### config.mk
export PLATFORM = sky130hd
export DESIGN_NAME = user_slv_regs
export DESIGN_NICKNAME = d
export VERILOG_FILES = /design/src/rtl/user_slv_pkg.sv /design/src/rtl/user_slv_timer.sv /design/src/rtl/user_slv_regs.sv
export SDC_FILE = /design/constraint.sdc
export NUM_CORES = 1
export LEC_CHECK = 0
export BUFFER_PORTS_ARGS = -buffer_cell sky130_fd_sc_hd__buf_2
export CAP_MARGIN = 20
export CORE_ASPECT_RATIO = 1.1
export CORE_MARGIN = 5
export CORE_UTILIZATION = 40
export DETAILED_ROUTE_END_ITERATION = 8
export HOLD_SLACK_MARGIN = 0.02
export PLACE_DENSITY = 0.57
export SYNTH_ARGS = -nofsm -noshare
export SYNTH_HDL_FRONTEND = slang
export SYNTH_SLANG_ARGS = --single-unit
### constraint.sdc
create_clock -name clk_i -period 3.75 [get_ports clk_i]
set_input_delay 1.125 -clock clk_i [delete_from_list [all_inputs] [get_ports clk_i]]
set_output_delay 1.125 -clock clk_i [all_outputs]
set_load 0.1 [all_outputs]
### src/rtl/user_slv_pkg.sv
// Shared definitions for the user slave register block: register indices,
// CTRL bit positions, FSM state encoding and a byte-lane merge helper.
package user_slv_pkg;

   localparam logic [2:0] RegCtrl = 3'd0;
   localparam logic [2:0] RegStat = 3'd1;
   localparam logic [2:0] RegCmp  = 3'd2;
   localparam logic [2:0] RegCnt  = 3'd3;
   localparam logic [2:0] RegScr0 = 3'd4;
   localparam logic [2:0] RegScr1 = 3'd5;
   localparam logic [2:0] RegScr2 = 3'd6;
   localparam logic [2:0] RegScr3 = 3'd7;

   localparam int unsigned CtrlEn     = 0;
   localparam int unsigned CtrlIrqEn  = 1;
   localparam int unsigned CtrlReload = 2;

   typedef enum logic [1:0] {StIdle, StWait, StResp} state_e;

   // Replace only the byte lanes selected by wstrb
   function automatic logic [31:0] apply_wstrb(input logic [31:0] old_val,
                                               input logic [31:0] wdata,
                                               input logic [3:0]  wstrb);
      logic [31:0] res;
      for (int i = 0; i < 4; i++) begin
         res[8*i +: 8] = wstrb[i] ? wdata[8*i +: 8] : old_val[8*i +: 8];
      end
      return res;
   endfunction

endpackage

### src/rtl/user_slv_timer.sv
// Free-running compare timer: CNT/CMP registers, compare detection and
// optional reload. Bus writes to CNT override the timer update.
module user_slv_timer
   import user_slv_pkg::*;
(
   input  logic        clk_i,
   input  logic        rst_n_i,
   input  logic        en_i,
   input  logic        reload_i,
   input  logic        cmp_we_i,
   input  logic        cnt_we_i,
   input  logic [31:0] wdata_i,
   input  logic [3:0]  wstrb_i,
   output logic [31:0] cnt_o,
   output logic [31:0] cmp_o,
   output logic        match_o
);

   logic [31:0] r_cnt;
   logic [31:0] r_cmp;
   logic [31:0] w_cnt_next;
   logic        w_match;

   assign w_match = en_i & (r_cnt == r_cmp);

   always_comb begin
      w_cnt_next = r_cnt;
      if (w_match) begin
         if (reload_i) w_cnt_next = '0;
      end else if (en_i) begin
         w_cnt_next = r_cnt + 32'd1;
      end
      // Unwritten lanes keep the pre-increment value
      if (cnt_we_i) w_cnt_next = apply_wstrb(r_cnt, wdata_i, wstrb_i);
   end

   always_ff @(posedge clk_i or negedge rst_n_i) begin
      if (!rst_n_i) begin
         r_cnt <= '0;
         r_cmp <= '0;
      end else begin
         r_cnt <= w_cnt_next;
         if (cmp_we_i) r_cmp <= apply_wstrb(r_cmp, wdata_i, wstrb_i);
      end
   end

   assign cnt_o   = r_cnt;
   assign cmp_o   = r_cmp;
   assign match_o = w_match;

endmodule

### src/rtl/user_slv_regs.sv
// Memory-mapped slave with wait-state handshake FSM, control/status/scratch
// register bank and a compare timer with level interrupt.
module user_slv_regs
   import user_slv_pkg::*;
#(
   parameter logic [31:0] BASE_ADDR = 32'h0000_0000,
   parameter int unsigned WAIT_CYC  = 1
) (
   input  logic        clk_i,
   input  logic        rst_n_i,
   input  logic        core_valid_i,
   input  logic [31:0] core_addr_i,
   input  logic [31:0] core_wdata_i,
   input  logic [3:0]  core_wstrb_i,
   output logic [31:0] core_rdata_o,
   output logic        core_ready_o,
   output logic        irq_o
);

   localparam logic [3:0] WaitLoad = (WAIT_CYC == 0) ? 4'd0 : 4'(WAIT_CYC - 1);

   state_e      r_state;
   logic [3:0]  r_wait_cnt;
   logic [2:0]  r_idx;
   logic [31:0] r_wdata;
   logic [3:0]  r_wstrb;
   logic        r_ready;
   logic [2:0]  r_ctrl;
   logic        r_pend;
   logic        r_irq;
   logic [31:0] r_scr [4];

   logic        w_hit;
   logic        w_commit;
   logic        w_we_ctrl;
   logic        w_w1c_pend;
   logic        w_match;
   logic [31:0] w_cnt;
   logic [31:0] w_cmp;
   logic [31:0] w_rdata;
   logic        w_unused_addr;

   assign w_hit         = core_valid_i & (core_addr_i[31:5] == BASE_ADDR[31:5]);
   assign w_unused_addr = ^core_addr_i[1:0];
   assign w_commit      = (r_state == StResp) & (r_wstrb != 4'b0000);
   assign w_we_ctrl     = w_commit & (r_idx == RegCtrl) & r_wstrb[0];
   assign w_w1c_pend    = w_commit & (r_idx == RegStat) & r_wstrb[0] & r_wdata[0];

   always_ff @(posedge clk_i or negedge rst_n_i) begin
      if (!rst_n_i) begin
         r_state    <= StIdle;
         r_wait_cnt <= '0;
         r_idx      <= '0;
         r_wdata    <= '0;
         r_wstrb    <= '0;
         r_ready    <= 1'b0;
      end else begin
         r_ready <= 1'b0;
         unique case (r_state)
            StIdle: begin
               if (w_hit) begin
                  r_idx   <= core_addr_i[4:2];
                  r_wdata <= core_wdata_i;
                  r_wstrb <= core_wstrb_i;
                  if (WAIT_CYC == 0) begin
                     r_state <= StResp;
                     r_ready <= 1'b1;
                  end else begin
                     r_state    <= StWait;
                     r_wait_cnt <= WaitLoad;
                  end
               end
            end
            StWait: begin
               if (r_wait_cnt == 4'd0) begin
                  r_state <= StResp;
                  r_ready <= 1'b1;
               end else begin
                  r_wait_cnt <= r_wait_cnt - 4'd1;
               end
            end
            StResp:  r_state <= StIdle;
            default: r_state <= StIdle;
         endcase
      end
   end

   always_ff @(posedge clk_i or negedge rst_n_i) begin
      if (!rst_n_i) begin
         r_ctrl <= '0;
         r_pend <= 1'b0;
         r_irq  <= 1'b0;
         for (int i = 0; i < 4; i++) r_scr[i] <= '0;
      end else begin
         r_irq <= r_pend & r_ctrl[CtrlIrqEn];
         // A bus write to CTRL takes precedence over the one-shot EN clear
         if (w_we_ctrl) begin
            r_ctrl <= r_wdata[2:0];
         end else if (w_match & ~r_ctrl[CtrlReload]) begin
            r_ctrl[CtrlEn] <= 1'b0;
         end
         if (w_match) begin
            r_pend <= 1'b1;
         end else if (w_w1c_pend) begin
            r_pend <= 1'b0;
         end
         for (int i = 0; i < 4; i++) begin
            if (w_commit && r_idx == RegScr0 + 3'(i)) begin
               r_scr[i] <= apply_wstrb(r_scr[i], r_wdata, r_wstrb);
            end
         end
      end
   end

   user_slv_timer u_timer (
      .clk_i    (clk_i),
      .rst_n_i  (rst_n_i),
      .en_i     (r_ctrl[CtrlEn]),
      .reload_i (r_ctrl[CtrlReload]),
      .cmp_we_i (w_commit & (r_idx == RegCmp)),
      .cnt_we_i (w_commit & (r_idx == RegCnt)),
      .wdata_i  (r_wdata),
      .wstrb_i  (r_wstrb),
      .cnt_o    (w_cnt),
      .cmp_o    (w_cmp),
      .match_o  (w_match)
   );

   always_comb begin
      w_rdata = '0;
      if (r_state == StResp && r_wstrb == 4'b0000) begin
         unique case (r_idx)
            RegCtrl: w_rdata = {29'b0, r_ctrl};
            RegStat: w_rdata = {31'b0, r_pend};
            RegCmp:  w_rdata = w_cmp;
            RegCnt:  w_rdata = w_cnt;
            RegScr0: w_rdata = r_scr[0];
            RegScr1: w_rdata = r_scr[1];
            RegScr2: w_rdata = r_scr[2];
            RegScr3: w_rdata = r_scr[3];
            default: w_rdata = '0;
         endcase
      end
   end

   assign core_rdata_o = w_rdata;
   assign core_ready_o = r_ready;
   assign irq_o        = r_irq;

endmodule

# --- Yosys cells after proc, flatten, opt, wreduce, memory -nomap -nowiden ---
# Cells that the tools add are included.
# Widths: inputs -> output; s select.
word_totals:
  register_bits: 243
  in_bits: 71
  output_inout_bits: 34
  word_cells: 131
op_classes:
  n_addsub: 2
  n_eq_ne: 18
  muxes: 22
  bitwise_logic: 13
  n_reduce_logical: 42
op_table:
  columns: ["cell", "count"]
  rows:
  - ["$pmux 32 s8", 1]
  - ["$mux 32", 5]
  - ["$reduce_and 2->1", 22]
  - ["$add 32x1->32 const B", 1]
  - ["$eq 32x32->1", 1]
  - ["$mux 8", 4]
  - ["$logic_not 27->1", 1]
  - ["$reduce_and 3->1", 5]
  - ["$ne 2x2->1 const B", 7]
  - ["$and 1x1->1", 12]
  - ["$eq 3x3->1 const B", 4]
  - ["$logic_not 4->1", 2]
  - ["$mux 4", 2]
  - ["$pmux 4 s2", 1]
  - ["$eq 3x2->1 const B", 2]
  - ["$mux 1", 6]
  - ["$reduce_bool 2->1", 3]
  - ["$logic_and 1x1->1", 5]
  - ["$mux 2", 2]
  - ["$pmux 2 s2", 1]
  - ["$reduce_bool 4->1", 1]
  - ["$sub 4x1->4 const B", 1]
  - ["$eq 3x1->1 const B", 1]
  - ["$logic_not 3->1", 1]
  - ["other kinds (6)", 6]

# --- Depth between registers and ports, before layout ---
# Gate-level depths: netlist of the first run.
logic_depth:
  word_depth: 7
  depth_mapped: 9
  depth_no_buf: 7

# --- By module ---
# From an unflattened synthesis of the first run, not the netlist that was laid out.
hier_totals:
  hier_cells: 1004
  hier_area_um2: 12399.4
by_module_without_submodules:
  columns: ["mod", "instances", "cells_each", "area_per_inst_um2", "seq_area_each_um2"]
  rows:
  - ["user_slv_regs", 1, 630, 8565.7, 4479.3]
  - ["user_slv_timer", 1, 374, 3833.7, 1601.5]

# --- Worst setup path before layout of the first run ---
# Ideal clock, no wire load.
synth_path:
  path_type: "reg-to-output"
  start: "reg r_idx[2]"
  end: "out core_rdata_o[10]"
  t_arrival_ps: 3419
  t_required_ps: 2625
  path_slack_ps: -794
  stages_incl_launch_ff: 8
  path_buffers: 3
  cell_sequence: "dfrtp_1 -> clkbuf_1 -> clkinv_1 -> nor3_1 -> clkbuf_1 -> clkbuf_1 -> a22oi_1 -> a31oi_1"
synth_between:
  elab_chain_len: 3
  word_cells_on_any_way: 10
synth_lines:
  columns: ["item", "line_no", "source"]
  rows:
  - ["from (decl)", "user_slv_regs.sv:24", "logic [2:0] r_idx;"]
  - ["from (signal assigned)", "user_slv_regs.sv:62", "r_idx <= core_addr_i[4:2];"]
  - ["$eq 3x3->1 (tied with other cells)", "user_slv_regs.sv:132", "unique case (r_idx)"]
  - ["$pmux 32 s8 (*)", "user_slv_regs.sv:132", null]
  - ["$mux 32 (*)", "user_slv_regs.sv:131", "if (r_state == StResp && r_wstrb == 4'b0000) begin"]
  - ["to (decl)", "user_slv_regs.sv:15", "output logic [31:0] core_rdata_o,"]
# Mark *: on every way between the ends. The rest lies on a longest branch, timed or not.

# --- Worst setup path after layout of the first run ---
layout_path:
  start: "reg r_wstrb[1]"
  end: "out core_rdata_o[25]"
layout_between:
  elab_chain_len: 3
layout_lines:
  columns: ["item", "line_no", "source"]
  rows:
  - ["from (decl)", "user_slv_regs.sv:26", "logic [3:0] r_wstrb;"]
  - ["from (signal assigned)", "user_slv_regs.sv:64", "r_wstrb <= core_wstrb_i;"]
  - ["$logic_not 4->1", "user_slv_regs.sv:131", null]
  - ["$logic_and 1x1->1", "user_slv_regs.sv:131", null]
  - ["$mux 32", "user_slv_regs.sv:131", null]
# Every way passes these cells.

==> results of run 1 <==
[worst register-to-register path, cell delays in order (launching register included)]
cell      delay, ns
dfrtp_1        0.49
xnor2_1        0.28
nand2_1        0.13
a2111o_1       0.53
o41a_1         0.54
a21oi_1        0.68
o22ai_1        0.20
[cell usage after synthesis (all sizes together), types with 2 or more instances]
cell | n | area, um^2
a211o | 2 | 17.5
a211oi | 3 | 22.5
a21oi | 11 | 58.8
a221o | 4 | 40.0
a221oi | 2 | 17.5
a22oi | 95 | 713
a311oi | 20 | 175
a31oi | 34 | 213
and2 | 4 | 25.0
and3 | 4 | 25.0
and4 | 2 | 17.5
buf | 13 | 85.1
clkbuf | 44 | 165
dfrtp | 243 | 6080
ha | 3 | 37.5
inv | 28 | 105
mux2 | 203 | 2290
mux2i | 3 | 30.0
nand2 | 49 | 184
nand2b | 3 | 18.8
nand3 | 21 | 105
nand3b | 4 | 30.0
nand4 | 18 | 113
nand4b | 2 | 17.5
nor2 | 41 | 154
nor2b | 3 | 18.8
nor3 | 14 | 70.1
nor3b | 3 | 22.5
nor4 | 21 | 163
nor4b | 2 | 17.5
o211ai | 5 | 37.5
o21ai | 18 | 90.1
o22ai | 21 | 131
o41a | 16 | 180
or2 | 3 | 18.8
or4 | 3 | 22.5
or4b | 2 | 20.0
xnor2 | 6 | 52.6
xor2 | 27 | 236
[sequential cells by signal (all words and copies together), names as in the netlist, 2 cells and up]
register and cells:
r_scr 128, r_wdata 32, u_timer.cmp_o 32, u_timer.cnt_o 32, r_wait_cnt 4, r_wstrb 4, r_ctrl 3, r_idx 3
r_state 2
[per-stage QoR]
step,utilization [%],hold slack (ns)
6_report,50.7,0.504
5_1_grt,50.7,0.515
4_1_cts,49.8,0.509
3_5_place_dp,46.8,0.495
3_3_place_gp,46.8,0.488
2_1_floorplan,-,0.467
[report_power, final]
part / total (mW) / leakage [nW] / switching (mW) / internal [mW]
Clock: 2.55 / 0.422 / 1.07 / 1.48
Combinational: 0.0986 / 2.69 / 0.0640 / 0.0346
Sequential: 2.62 / 3.39 / 0.00000151 / 2.62
Total: 5.27 / 6.50 / 1.13 / 4.14
[metal layers]
metal	GRT usage (%)	wire (um)	up-vias
met1	27.9	15300	4680
li1	-	-	4125
met5	0	0	-
met2	33.9	16600	233
met4	4.48	673	0
met3	3.07	1730	48
[area by class of cell]
cell class	instances	share of cell area [%]
multi-input cells	681	39.9
flip-flops and latches	243	40.7
inverters	29	0.729
repair buffers	155	9.93
clock buffers	39	5.16
clock inverters	9	0.469
well taps	374	3.13
[kinds of logic after synthesis]
group                    after synthesis
AO/OA/AOI/OAI                        237
XOR/XNOR                              33
adder cells (fa/ha/maj)                3
buffers and inverters                 86
flip-flops                           243
multiplexers                         206
AND/OR/NAND/NOR                      202
[worst max path at each step]
stage	startpoint	endpoint	slack (ns)
after floorplan	r_idx[2]	core_rdata_o[19]	-0.55
after CTS	r_idx[1]	core_rdata_o[19]	0.01
after global routing	r_wstrb[1]	core_rdata_o[27]	-0.03
after global placement	r_wstrb[1]	core_rdata_o[29]	0.39
after detailed placement	r_wstrb[1]	core_rdata_o[30]	0.40
final	r_wstrb[1]	core_rdata_o[25]	0.05
[what timing repair did]
item,in CTS,in global routing
endpoints found under the setup margin,28,20
cloned,0,1
buffers inserted,1,5
resized for setup,11,25
==> flow_summary.yaml, run 1 <==
final_layout:
  multiInputGateArea_um2: 5950
  nNetsFinal: 1211
  final-instance-count-excl-fill: 1530
  design_area_um2: 14900
  final_cell_mix: "241 x dfrtp_1, 203 x mux2_2, 95 x a22oi_1"
  n_antenna_cell: 0
  regArea_um2: 6080
  final_common_cell: "dfrtp_1"
  drive_above_1_share_pct: 39.3
  area_delta_synth_final_pct: 25.5
  fill_cells: 2564
sta:
  slew_headroom_pct: 29.3
  tns_ns: 0
  skew_ns: 0.00947
  period_needed_ns: 3.70
  worst-slew-pin-transition_ns: 1.06
  rsz0062_at_grt: "yes"
  finalHoldViolCount: 0
  fmax_mhz: 270
  setup_viol: 0
  fin_crit_sh_pct: 98.7
  finalWorstSetupSlack_ns: 0.0499
  slew_viol_final: 0
synthesis:
  synth_adder_area_share_pct: 0.315
  postSynthCellCount: 1010
  syn_avg_cell_area_um2: 11.8
  synth_ff_type: "dfrtp_1"
  synthArstFlopShare_pct: 100
  synth_compound_area_share_pct: 14.7
  yosysUniqueCellTypes: 54
  syn-num-nets: 1084
  synthMuxAreaShare_pct: 19.5
  synthXorXnorAreaFrac_pct: 2.43
  synthSimpleGateAreaFrac_pct: 8.96
  yosys_warnings: 0
  ys_seq_elements: 243
  synth_top_family_by_area: "multiplexers"
  synth_area_um2: 11900
  seq_area_frac_synth_pct: 51.1
  synth_edf_count: 0
detailed_routing:
  routed_wl_um: 34300
  ant_nets: 0
  drt_first_pass_iters: 5
  drtIter0Drc: 645
  avgViaCountPerCell: 5.94
  num_vias: 9086
  drc_errors: 0
  wl_per_cell_um: 22.4
grt:
  grt_usage_pct: 20.2
  grt_pass1_vias: 9327
  grt_overflow: 0
  grt_pass1_wl_um: 54100
  grt_antenna_before_repair: 0
  grt_max_degree: 96
placed_design:
  place_inst: 1475
  placed_area_um2: 13800
  pre_cts_slack_ns: 0.397
  globalplace.congestion: 0.883
  hpwl_um: 22900
  io_buffers: 102
clocking:
  ctsRootBufferMaster: "clkbuf_16"
  htree_levels: 1
  cts_buffer_depth: 3
  hold_buffers: 0
  numCtsBuffers: 27
  path_clk_slew_ns: 0.06
  cts_tree: "done"
  cts.sinks: 243
  insertion_delay_ns: 0.54
run_status:
  outcome: "finished clean"
job:
  drv_cap: 0
min_path:
  holdPathStages: 1
  hold_path_end: "r_scr[45]"
  min_from: "r_scr[45]"
  hold_class: "reg -> reg"
floorplanning:
  start_util_pct: 40.4
  core_um2: 29500
  fp.dieH_um: 191
  die-area_um2: 33300
  core.rowCount: 66
  ios: 105
  die_x_um: 174
setup_path:
  reg2reg_slack_ns: 0.76
  cp_cell_sequence: "or4_4, nor3b_2, buf_4, nand2_8, buf_12, buf_4, a31oi_4, buf_12"
  cp_slowest_cell: "or4_4"
  rr_worst_depth: 6
  path_buf_inv: 4
  crit_type: "reg -> out"
  cp_top_family: "simple AND/OR/NAND/NOR gates"
  r2r_start: "u_timer.cnt_o[24]"
  crit_arrival_ns: 2.58
  cp_num_cells: 8
  required_ns: 2.62
  startpoint_type: "flop"
  critPathMaxFanout: 7
  r2r-end: "u_timer.cnt_o[18]"
  cp-end-kind: "output port"
  critPathMaxStageDelay_ns: 0.56
power:
  ir_drop_uv: 400
  power.density_nw_per_um2: 353
  leakagePower_nw: 6.50
  power_mw: 5.27
Note: power is estimated with default switching activity, not from simulation.
==> run 2, diff against run 1 <==
--- a/config.mk
+++ b/config.mk
@@ -5,11 +5,13 @@
 export SDC_FILE = /design/constraint.sdc
 export NUM_CORES = 1
 export LEC_CHECK = 0
+export ABC_AREA = 1
 export BUFFER_PORTS_ARGS = -buffer_cell sky130_fd_sc_hd__buf_2
 export CAP_MARGIN = 20
 export CORE_ASPECT_RATIO = 1.1
 export CORE_MARGIN = 5
 export CORE_UTILIZATION = 40
+export CTS_BUF_LIST = sky130_fd_sc_hd__clkbuf_4 sky130_fd_sc_hd__clkbuf_8
 export DETAILED_ROUTE_END_ITERATION = 8
 export HOLD_SLACK_MARGIN = 0.02
 export PLACE_DENSITY = 0.57
==> flow_summary.yaml, run 2 <==
sta:
  worst-slew-pin-transition_ns: 0.899
  finalHoldViolCount: 0
  slew_viol_final: 0
  hold_slack_ns: 0.483
  setup_viol: 0
  period_needed_ns: 3.63
  tns_ns: 0
  fin_crit_sh_pct: 96.9
  fmax_mhz: 275
  rsz0062_at_grt: "no"
  slew_headroom_pct: 39.9
  finalWorstSetupSlack_ns: 0.116
  skew_ns: 0.0260
detailed_routing:
  drc_errors: 0
  routed_wl_um: 40800
  drt_first_pass_iters: 5
  wl_per_cell_um: 17.3
  avgViaCountPerCell: 5.15
  ant_nets: 0
  drtIter0Drc: 788
  num_vias: 12200
synthesis:
  synthArstFlopShare_pct: 100
  synth_top_area_share_pct: 47.1
  yosysUniqueCellTypes: 35
  yosysMostFrequentCell: "nand2_1"
  yosys.area.top_type: "dfrtp_1"
  synthMuxAreaShare_pct: 0
  synthSimpleGateAreaFrac_pct: 31.1
  synth_edf_count: 0
  synth_compound_area_share_pct: 12.0
  yosys_warnings: 0
  ys_top_cells_by_count: "669 x nand2_1, 243 x dfrtp_1, 193 x inv_1"
  synth_top_family_by_area: "simple AND/OR/NAND/NOR gates"
  ys_seq_elements: 243
  postSynthCellCount: 1799
  syn_avg_cell_area_um2: 7.17
  seq_area_frac_synth_pct: 47.1
  synthXorXnorAreaFrac_pct: 1.22
  synth_ff_type: "dfrtp_1"
  synth_area_um2: 12900
  synth_adder_area_share_pct: 0.291
  synth_area_leaders: "dfrtp_1 47%, nand2_1 19%, o21ai_0 7.4%"
  syn-num-nets: 1873
floorplanning:
  start_util_pct: 40.2
  die_x_um: 181
  core_um2: 32100
  fp.dieH_um: 198
  die-area_um2: 36000
  ios: 105
  core.rowCount: 69
setup_path:
  crit_type: "reg -> out"
  required_ns: 2.62
  cp-end-kind: "output port"
  critPathMaxFanout: 23
  cp_slowest_cell: "buf_2"
  path_buf_inv: 3
  cp_top_family: "buffers and inverters"
  crit_arrival_ns: 2.51
  cp_cell_sequence: "inv_1, nand3_1, buf_12, o22ai_1, a221oi_1, a31oi_2, buf_2"
  startpoint_type: "flop"
  critPathMaxStageDelay_ns: 0.45
clocking:
  ctsResizeCount: 8
  htree_levels: 2
  ctsRootBufferMaster: "clkbuf_8"
  post_cts_buffers: 0
  cts.sinks: 243
  insertion_delay_ns: 0.56
  cts_tree: "done"
  hold_buffers: 0
  numCtsBuffers: 44
  cts_buffer_depth: 3
  path_clk_slew_ns: 0.06
min_path:
  hold_class: "reg -> reg"
final_layout:
  nNetsFinal: 1974
  largest_reg_flops: 128
  fill_cells: 3277
  design_area_um2: 15400
  multiInputGateArea_um2: 5880
  area_delta_synth_final_pct: 19.4
  regMostFlops: "r_scr"
  regArea_um2: 6080
  final_common_cell: "nand2_1"
  n_antenna_cell: 0
  final_cell_mix: "669 x nand2_1, 242 x dfrtp_1, 192 x inv_1"
  drive_above_1_share_pct: 12.4
placed_design:
  io_buffers: 102
  globalplace.congestion: 0.937
  hpwl_um: 28800
  placed_area_um2: 14300
  pre_cts_slack_ns: 0.512
grt:
  grt_pass1_wl_um: 64900
  use_met2_pct: 37.8
  met1_usage_pct: 30.4
  top_usage_layer: "met2"
  grt_usage_pct: 22.6
  met3_usage_pct: 2.87
  grt_max_degree: 84
  grt_pass1_vias: 11700
  grt_overflow: 0
  grt_antenna_before_repair: 0
power:
  power_mw: 5.44
  ir_drop_uv: 229
  leakagePower_nw: 7.24
  power.density_nw_per_um2: 353
run_status:
  outcome: "finished clean"
job:
  drv_cap: 0
==> run 2: changes by cell type in the layout (fill, tap and decap cells not counted), sizes merged, moves of 108 or more <==
cell	change
nor2	+108
inv	+167
nand2	+625
mux2	-203
o21ai	+172
nand3	+113
==> run 2: worst paths after layout <==
path,to,slack (ns),cells past startpoint,start
min in group asynchronous,r_scr[98],0.49,1,rst_n_i
max reg2reg,u_timer.cnt_o[16],0.68,10,r_idx[2]
max,core_rdata_o[0],0.12,7,r_idx[2]
min reg2reg,r_scr[39],0.48,2,r_scr[39]
max in group asynchronous,r_scr[56],2.18,2,rst_n_i
min,r_scr[39],0.48,2,r_scr[39]
==> run 2: cell families after synthesis <==
logic type                 count (synthesis)
AOI/OAI and AO/OA                        271
xor gates and xnor gates                  18
adders and majority gates                  3
buffers and inverters                    267
DFF                                      243
and+or+nand+nor                          997
==> run 2: cell type report <==
type                            count  share of cell area, %
Sequential cell                   243                   39.5
Timing Repair Buffer              128                   7.82
Inverter                          194                   4.73
Clock buffer                       74                   5.92
Clock inverter                      7                  0.414
Multi-Input combinational cell   1289                   38.2
Tap cell                          426                   3.46
==> run 2: routing by layer <==
layer  routed length (um)  share of wire [%]
met1                18200                 45
met2                19500                 48
met4                 1320                3.2
met3                 1820                4.5
met5                    0                  0
==> run 2: worst reg2reg max path: stages (launching register included) <==
cell,delay (ns)
dfrtp_1,0.40
inv_1,0.24
nand3_1,0.20
buf_12,0.21
inv_1,0.10
nand2_2,0.29
inv_2,0.68
nand2_2,0.32
nand3_1,0.39
nand2_1,0.11
nand2_1,0.08
==> run 2: metrics by stage <==
stage / cells / utilization (%)
floorplan: 1799 / -
global placement: 2279 / 44.6
detailed placement: 2279 / 44.6
CTS: 2360 / 47.7
global route: 2361 / 48.0
finish: 2361 / 48.0
==> run 2: report_power, final <==
part / total [mW] / switching, mW / internal [mW]
registers: 2.62 / 0.000000179 / 2.62
clock network: 2.72 / 1.12 / 1.60
logic: 0.0962 / 0.0648 / 0.0314
